**src/rtl/mem_ctlr_pkg.sv**
```systemverilog
// Shared bus command / owner encodings and default widths for the memory controller.
`ifndef XLEN
`define XLEN 32
`endif

package mem_ctlr_pkg;

  localparam int XLEN_DEF = `XLEN;

  typedef enum logic [1:0] {
    BUS_NONE  = 2'h0,
    BUS_LOAD  = 2'h1,
    BUS_STORE = 2'h2
  } BUS_COMMAND;

  typedef enum logic {
    OWN_DCACHE = 1'b0,
    OWN_ICACHE = 1'b1
  } OWNER_T;

endpackage

```
**src/rtl/mem_ctlr_tag_table.sv**
```systemverilog
// Outstanding-load owner table: one valid bit and owner per memory tag (tag 0 unused).
// A set and a clear of the same tag in one cycle leave the new entry valid.
module mem_tag_table
  import mem_ctlr_pkg::*;
#(
  parameter int TAG_W = 4
) (
  input  logic             clock,
  input  logic             reset,
  input  logic             set_en,
  input  logic [TAG_W-1:0] set_tag,
  input  OWNER_T           set_owner,
  input  logic             clr_en,
  input  logic [TAG_W-1:0] clr_tag,
  input  logic [TAG_W-1:0] lookup_tag,
  output logic             lookup_valid,
  output OWNER_T           lookup_owner
);

  localparam int NTAGS = 1 << TAG_W;

  logic [NTAGS-1:0] valid;
  OWNER_T           owner [NTAGS];

  always_ff @(posedge clock) begin
    for (int i = 0; i < NTAGS; i++) begin
      if (reset || i == 0) begin
        valid[i] <= 1'b0;
        owner[i] <= OWN_DCACHE;
      end else if (set_en && set_tag == TAG_W'(i)) begin
        valid[i] <= 1'b1;
        owner[i] <= set_owner;
      end else if (clr_en && clr_tag == TAG_W'(i)) begin
        valid[i] <= 1'b0;
      end
    end
  end

  assign lookup_valid = (lookup_tag != '0) && valid[lookup_tag];
  assign lookup_owner = owner[lookup_tag];

endmodule

```
**src/rtl/mem_ctlr.sv**
```systemverilog
// Arbitrates dcache/icache requests onto the tagged memory bus and routes completions
// back to whichever cache issued the load; icache is forced through after STARVE_MAX losses.
module mem_ctlr
  import mem_ctlr_pkg::*;
#(
  parameter int XLEN       = XLEN_DEF,
  parameter int TAG_W      = 4,
  parameter int STARVE_MAX = 4
) (
  input  logic             clock,
  input  logic             reset,
  input  logic [1:0]       dcache2ctlr_command,
  input  logic [XLEN-1:0]  dcache2ctlr_addr,
  input  logic [63:0]      dcache2ctlr_data,
  input  logic [1:0]       icache2ctlr_command,
  input  logic [XLEN-1:0]  icache2ctlr_addr,
  output logic [TAG_W-1:0] Ctlr2dcache_response,
  output logic [63:0]      Ctlr2dcache_data,
  output logic [TAG_W-1:0] Ctlr2dcache_tag,
  output logic [TAG_W-1:0] Ctlr2icache_response,
  output logic [63:0]      Ctlr2icache_data,
  output logic [TAG_W-1:0] Ctlr2icache_tag,
  output logic [1:0]       proc2mem_command,
  output logic [XLEN-1:0]  proc2mem_addr,
  output logic [63:0]      proc2mem_data,
  input  logic [TAG_W-1:0] mem2proc_response,
  input  logic [63:0]      mem2proc_data,
  input  logic [TAG_W-1:0] mem2proc_tag
);

  localparam int SC_W = $clog2(STARVE_MAX + 1);

  logic            d_req, i_req, force_i;
  logic            grant_d, grant_i;
  logic [SC_W-1:0] starve_cnt;
  logic [SC_W-1:0] starve_nxt;
  logic            set_en;
  OWNER_T          set_owner;
  logic            hit;
  OWNER_T          hit_owner;

  assign d_req   = dcache2ctlr_command != BUS_NONE;
  assign i_req   = icache2ctlr_command != BUS_NONE;
  assign force_i = i_req && (starve_cnt == SC_W'(STARVE_MAX));
  assign grant_d = d_req && !force_i;
  assign grant_i = i_req && !grant_d;

  always_comb begin
    proc2mem_command = BUS_NONE;
    proc2mem_addr    = '0;
    proc2mem_data    = '0;
    if (grant_d) begin
      proc2mem_command = dcache2ctlr_command;
      proc2mem_addr    = dcache2ctlr_addr;
      proc2mem_data    = dcache2ctlr_data;
    end else if (grant_i) begin
      proc2mem_command = icache2ctlr_command;
      proc2mem_addr    = icache2ctlr_addr;
    end
  end

  assign Ctlr2dcache_response = grant_d ? mem2proc_response : '0;
  assign Ctlr2icache_response = grant_i ? mem2proc_response : '0;

  // Stores never complete to a cache, so only accepted loads claim a tag.
  assign set_en    = (proc2mem_command == BUS_LOAD) && (mem2proc_response != '0);
  assign set_owner = grant_i ? OWN_ICACHE : OWN_DCACHE;

  mem_tag_table #(.TAG_W(TAG_W)) u_tag_table (
    .clock        (clock),
    .reset        (reset),
    .set_en       (set_en),
    .set_tag      (mem2proc_response),
    .set_owner    (set_owner),
    .clr_en       (hit),
    .clr_tag      (mem2proc_tag),
    .lookup_tag   (mem2proc_tag),
    .lookup_valid (hit),
    .lookup_owner (hit_owner)
  );

  always_comb begin
    Ctlr2dcache_tag  = '0;
    Ctlr2dcache_data = '0;
    Ctlr2icache_tag  = '0;
    Ctlr2icache_data = '0;
    if (hit && hit_owner == OWN_DCACHE) begin
      Ctlr2dcache_tag  = mem2proc_tag;
      Ctlr2dcache_data = mem2proc_data;
    end else if (hit) begin
      Ctlr2icache_tag  = mem2proc_tag;
      Ctlr2icache_data = mem2proc_data;
    end
  end

  always_comb begin
    starve_nxt = '0;
    if (i_req && !grant_i && starve_cnt != SC_W'(STARVE_MAX))
      starve_nxt = starve_cnt + SC_W'(1);
    else if (i_req && !grant_i)
      starve_nxt = starve_cnt;
  end

  always_ff @(posedge clock) begin
    if (reset) starve_cnt <= '0;
    else       starve_cnt <= starve_nxt;
  end

endmodule
```
**config.mk**
```make
export PLATFORM = sky130hd
export DESIGN_NAME = mem_ctlr
export DESIGN_NICKNAME = d
export VERILOG_FILES = /design/src/rtl/mem_ctlr_pkg.sv /design/src/rtl/mem_ctlr_tag_table.sv /design/src/rtl/mem_ctlr.sv
export SDC_FILE = /design/constraint.sdc
export NUM_CORES = 1
export LEC_CHECK = 0
export CORE_AREA = 3 3 172 174
export DETAILED_ROUTE_END_ITERATION = 10
export DIE_AREA = 0 0 175 177
export HOLD_SLACK_MARGIN = 0.12
export PLACE_DENSITY = 0.47
export SETUP_SLACK_MARGIN = 0.1
export SYNTH_ARGS = -nofsm -noshare
export SYNTH_HDL_FRONTEND = slang
export SYNTH_SLANG_ARGS = --single-unit
```
**constraint.sdc**
```tcl
create_clock -name clock -period 4.5 [get_ports clock]
set_input_delay 1.35 -clock clock [delete_from_list [all_inputs] [get_ports clock]]
set_output_delay 1.35 -clock clock [all_outputs]
set_load 0.005 [all_outputs]
```
==> results of run 1 <==
through the flow:
| step | hold WS, ps | area [sq um] | cells |
|---|---|---|---|
| 6_report | 443 | 10300 | 1436 |
| 2_1_floorplan | 417 | 3720 | 532 |
| 3_3_place_gp | 433 | 8820 | 1349 |
| 3_5_place_dp | 438 | 8820 | 1349 |
| 5_1_grt | 482 | 10300 | 1436 |
| 4_1_cts | 451 | 9610 | 1408 |
kinds of logic after synthesis:
family,count (synthesis),share of synthesized area [%]
AND/OR/NAND/NOR,338,50.2
AO/OA/AOI/OAI,92,15.1
buffers and inverters,55,7.73
flip-flops,33,21.8
multiplexers,11,4.30
adder cells (fa/ha/maj),2,0.672
XOR/XNOR,1,0.235
Yosys cell counts, types with 2 or more instances:
master,n,area [sq um]
o311ai_0,6,52.6
nor2_1,25,93.8
o21ai_0,61,305
buf_6,10,113
buf_2,2,10.0
nand2_1,74,278
mux2_2,6,67.6
mux4_2,3,67.6
clkbuf_2,3,15.0
dfxtp_1,18,360
and3_1,4,25.0
clkbuf_1,31,116
nor3_1,2,10.0
inv_1,8,30.0
a21oi_1,3,15.0
nand2b_1,12,75.1
nand3b_1,5,37.5
nand3_1,6,30.0
edfxtp_1,15,450
o22ai_1,11,68.8
o41ai_1,2,17.5
nor4_1,2,12.5
and2_1,203,1270
ha_1,2,25.0
timing repair:
action,4_1_cts,5_1_grt
endpoints found under the setup margin,237,222
gates cloned,18,4
gates resized for setup,673,354
buffers inserted,33,24
pin swaps,32,33
how the worst max path moves through the flow:
stage / to / slack, ps / depth (start not counted)
after floorplan: Ctlr2icache_data[33] / 330 / 9
after global placement: Ctlr2dcache_tag[1] / -840 / 8
after detailed placement: Ctlr2dcache_tag[1] / -890 / 8
after CTS: Ctlr2icache_data[6] / -390 / 12
after global routing: Ctlr2icache_data[10] / -330 / 14
final: Ctlr2icache_data[51] / -260 / 14
cell type report:
cell class / instances / area, sq um
Tap cell: 378 / 473
Multi-Input combinational cell: 444 / 3040
Inverter: 8 / 30.0
Timing Repair Buffer: 557 / 5820
Sequential cell: 33 / 811
Clock buffer: 6 / 129
Antenna cell: 8 / 20.0
Fill cell: 2921 / 17600
Clock inverter: 2 / 10.0
registers in the layout (all words and copies together), names as in the netlist:
register,flops
u_tag_table.valid,15
u_tag_table.owner,15
starve_cnt,3
layer usage:
metal  track usage (%)  vias to the layer above
met5                 0                        -
met4              4.55                        0
met3              5.49                       26
met2              31.7                      314
met1              15.0                     2556
li1                  -                     2809
power by group through the flow:
stage / sequential [W] / combinational [W] / clock, W
after floorplan: 0.000331 / 0.000219 / 0
after global placement: 0.000333 / 0.000755 / 0
after detailed placement: 0.000333 / 0.000755 / 0
after CTS: 0.000327 / 0.000838 / 0.000333
after global routing: 0.000328 / 0.00100 / 0.000348
final: 0.000327 / 0.000944 / 0.000322
==> results.ini, run 1 <==
[setup_path]
reg2reg_to=u_tag_table.owner[1]
critPathSlowestCell=a221o_1
critical_path.startpoint=mem2proc_tag[1]
worst_r2r_path_depth=7
critical_path_buf_inv_count=9
reg_to_reg_critical_path_startpoint=starve_cnt[0]
critPathMaxFanout=13
cp_data_required_time_ps=3150
timing.critical_path.cells=buf_8, buf_12, mux2_4, a221o_1, o221ai_2, buf_4, buf_6, o32ai_4, buf_12, buf_12, buf_12, buf_16, and2_1, buf_2
cp_slowest_stage_delay_ps=330
critical-path-top-cell-by-count=buf_12
worstSetupPathType=in -> out
critical-path-top-delay-family=buffers and inverters
worst-endpoint-arrival_ps=3410
critical_path.startpoint_type=input port
critical_path.endpoint_type=primary output
rrSetupSlack_ps=2260

[detailed_routing]
route.layer.met1.wl_um=9230
met3_wirelength_um=2340
drt-initial-drc-count=187
dr_total_vias=5705
avgViaCountPerCell=3.97
top_layer=met4
drt_first_pass_iters=4
finalWirelength_um=27600
drc=0
postRouteAntennaNets=0
wl_met2_um=15500
per_cell_routed_wire_length_um=19.2

[clock_network]
worst_setup_hold_path_clk_slew_ps=50
numCtsBuffers=5
ctsHtreeMaxLevel=2
cts_root_buf=clkbuf_16
cts_max_path_buffers=2
total_number_of_clock_tree_sinks=33
cts_hold_buf=0
cts_tree=done
clock_insertion_delay_worst_skew_ps=270

[sta]
timing.final.hold_violations=0
timing.clock.skew_ps=2.65
finalMaxSlewViolations=0
rsz0062_at_grt=yes
fin_crit_ps=4760
max_slew_margin_pct=46.3
tightestPinTransition_ps=805
fin_ws_ps=-260
post-route-period-util_pct=106
achievable-frequency_ghz=0.210
setup-violations-final=123
setup-tns-final_ps=-18440

[global_routing]
globalRouteOverflowTotal=0
antenna_found_initial=9
grt_start_max_net_pins=31
first_pass_grt_wire_length_um=36800
vias_in_the_first_global_route=5625
track_usage_pct=15.8

[pwr]
power.ir.vdd_worst_mv=0.147
power.switching_w=0.000468
static-leakage-power_nw=4.72
power.density_nw_per_um2=154
cell_internal_pwr_w=0.00113
power_frac_seq_pct=20.5
total_power_w=0.00159
comb_power_share_pct=59.2
share_clk_of_total_power_pct=20.2
sw_frac_of_total_pct=29.4

[yosys]
post_synth.cell_area_avg_sq_um=7.00
synth_fp_nets=740
synth_seq_area_share_pct=21.8
ys.warnings.count=0
number_of_unique_standard_cell_types_used_by_synthesis=42
async_flop_share_pct=0
synth.cell_area_sq_um=3720
number_of_register_bits_inferred_by_synthesis=33
synth-edff-count=15
synthFlopType=dfxtp_1
post_syn_instances=532

[floorplanning]
design.die.area_sq_um=31000
die_y_um=177
die-width_um=175
ports_placed_on_the_boundary=448
rows=61
start_util_pct=13.3
floorplan.core_area_sq_um=27900

[finish]
drive_above_1_share_pct=39.2
final_common_cell=clkdlybuf4s50_1
fin_util_pct=37.0
layout.nets=1257
area_growth_syn_to_layout_pct=177
mostFrequentLayoutCells=clkdlybuf4s50_1 (204), buf_6 (129), and2_1 (102), and2_4 (101), nand2_1 (73)

[placement]
minimum_setup_slack_after_placement_ps=-888
gpl.final_weighted_congestion=0.809
post-dp-hpwl_um=21100
portBuffers=447

[run_status]
failed_checks=setup timing
outcome=finished, violations left

[hold_path]
hold_start=starve_cnt[0]
min_path_cells=1
min_path_type=reg -> reg
worst_hold_path.endpoint=starve_cnt[0]

[run]
drv.max_cap_violation_count=0

Note: power is estimated with default switching activity, not from simulation.
==> run 2, diff against run 1 <==
- CORE_AREA: 3 3 172 174 -> 3 3 171 173
- DIE_AREA: 0 0 175 177 -> 0 0 174 176
- clock period: 4.5 -> 5.9 ns (I/O delays scaled with it)
==> results.ini, run 2 (synthesis results as in run 1) <==
[run_status]
outcome=completed

[finish]
drive_above_1_share_pct=8.75  ; -30 points
final_common_cell=clkdlybuf4s50_1
biggestRegsByFlops=u_tag_table.owner: 15 flops, u_tag_table.valid: 15 flops, starve_cnt: 3 flops
final-instance-count-excl-fill=1373  ; -4.4%
design_area_sq_um=9530  ; -7.7%
mostFrequentLayoutCells=clkdlybuf4s50_1 (368), and2_1 (202), nand2_1 (73), o21ai_0 (61), dlymetal6s2s_1 (54)
area_growth_syn_to_layout_pct=156
layout.nets=1201  ; -4.5%

[clock_network]
worst_setup_hold_path_clk_slew_ps=50  ; about the same
cts_root_buf=clkbuf_16
numCtsBuffers=5  ; unchanged
ctsHtreeMaxLevel=2  ; unchanged
cts_tree=done
cts_max_path_buffers=2  ; unchanged
total_number_of_clock_tree_sinks=33  ; unchanged
clock_insertion_delay_worst_skew_ps=270  ; about the same
cts_hold_buf=0  ; unchanged

[floorplanning]
floorplan.core_area_sq_um=27800  ; -0.55%
ports_placed_on_the_boundary=448  ; unchanged
rows=61  ; unchanged
start_util_pct=13.4  ; +0.073 points
die_y_um=176  ; -0.56%
die-width_um=174  ; -0.57%
design.die.area_sq_um=30600  ; -1.1%

[detailed_routing]
drt-initial-drc-count=181  ; -3.2%
drt_first_pass_iters=4  ; unchanged
postRouteAntennaNets=0  ; unchanged
finalWirelength_um=25100  ; -9.2%
drc=0  ; unchanged
dr_total_vias=5391  ; -5.5%
avgViaCountPerCell=3.93  ; -1.2%
per_cell_routed_wire_length_um=18.3  ; -5.0%

[setup_path]
reg_to_reg_critical_path_startpoint=starve_cnt[0]
critical_path.startpoint_type=input port
critical_path.startpoint=mem2proc_tag[1]
worstSetupPathType=in -> out
critPathMaxFanout=13  ; unchanged
critPathSlowestCell=clkdlybuf4s50_1
cp_data_required_time_ps=4130  ; +980 ps
worst-endpoint-arrival_ps=4070  ; +660 ps
critical-path-top-cell-by-count=buf_12
cp_slowest_stage_delay_ps=430  ; +100 ps
timing.critical_path.cells=buf_4, bufbuf_16, mux2_4, a221o_1, o221ai_4, o32ai_4, buf_12, buf_12, clkbuf_16, and2_1, clkdlybuf4s50_1
critical_path.endpoint_type=primary output

[hold_path]
min_path_type=reg -> reg
hold_start=starve_cnt[0]

[sta]
tightestPinTransition_ps=809  ; +3.37 ps
post-route-period-util_pct=98.9
fin_crit_ps=5840
max_slew_margin_pct=46.0  ; -0.23 points
timing.final.hold_violations=0  ; unchanged
achievable-frequency_ghz=0.171
setup-tns-final_ps=0  ; +18440 ps
timing.clock.skew_ps=2.85  ; +0.201 ps
rsz0062_at_grt=yes
setup-violations-final=0  ; -100%
holdWs_ps=450  ; +6.69 ps
finalMaxSlewViolations=0  ; unchanged

[placement]
portBuffers=447  ; unchanged
placed_cell_area_sq_um=8720  ; -1.1%
gpl.final_weighted_congestion=0.845  ; +4.4%
numPlacedInstances=1336  ; -0.96%
post-dp-hpwl_um=20000  ; -5.4%

[global_routing]
track_usage_pct=13.8  ; -2.0 points
globalRouteOverflowTotal=0  ; unchanged
antenna_found_initial=4  ; -5
first_pass_grt_wire_length_um=32700  ; -11%
grt_start_max_net_pins=77  ; +150%
vias_in_the_first_global_route=5124  ; -8.9%

[pwr]
power.density_nw_per_um2=120  ; -22%
power.ir.vdd_worst_mv=0.0946  ; -36%
static-leakage-power_nw=4.61  ; -2.3%
total_power_w=0.00115  ; -28%

[run]
drv.max_cap_violation_count=0  ; unchanged

## run 2: changes by cell type in the layout (fill, tap and decap cells not counted), moves of 19 or more
cell	previous run	this run
clkdlybuf4s50_1	204	368
dlygate4sd2_1	59	23
clkbuf_2	20	1
dlymetal6s2s_1	5	54
and2_1	102	202
buf_2	43	0
buf_6	129	7
and2_4	101	1
## run 2: path summary, 6_finish.rpt
check | cells after the start | slack [ps] | endpoint
worst min register to register | 1 | 450 | starve_cnt[0]
worst max register to register | 7 | 3730 | u_tag_table.owner[1]
worst max-delay path | 11 | 60 | Ctlr2icache_data[3]
worst min-delay path | 1 | 450 | starve_cnt[0]
## run 2: what timing repair did
item	in CTS	in global routing
gates resized for setup	41	61
setup endpoints to repair	134	174
buffers inserted	7	8
gates cloned	4	9
pin swaps	4	4
## run 2: report_power, final
| group | internal, W | switching (W) |
|---|---|---|
| clock | 0.000194 | 0.0000918 |
| combinational | 0.000392 | 0.000220 |
| sequential | 0.000246 | 0.00000352 |
| total | 0.000832 | 0.000316 |
## run 2: cell type report
| type | count | area, sq um |
|---|---|---|
| sequential | 33 | 811 |
| inverter | 8 | 30.0 |
| fill | 2969 | 18300 |
| clock buffer | 8 | 168 |
| timing repair buffer | 501 | 5340 |
| antenna | 1 | 2.50 |
| multi-input combinational | 444 | 2710 |
| tap | 378 | 473 |
## run 2: through the flow
stage	setup WS, ps	utilization, %
finish	62.0	34.3
CTS	30.0	32.7
global route	16.0	34.3
global placement	-222	31.4
floorplan	890	-
detailed placement	-242	31.4
## run 2: metal layers
metal | share of wire [%] | wire [um] | up-vias | track usage [%]
met5 | 0.036 | 9 | - | 0
met4 | 2.8 | 711 | 2 | 4.26
met3 | 8.8 | 2220 | 28 | 4.60
li1 | - | - | 2669 | -
met2 | 50 | 12500 | 309 | 25.2
met1 | 38 | 9620 | 2383 | 15.1
## run 2: worst max-delay path: cells and delay by family
family                 cells  cell delay (ps)
multiplexers               1              290
AND/OR/NAND/NOR            1              150
buffers and inverters      6             1250
AO/OA/AOI/OAI              3              590
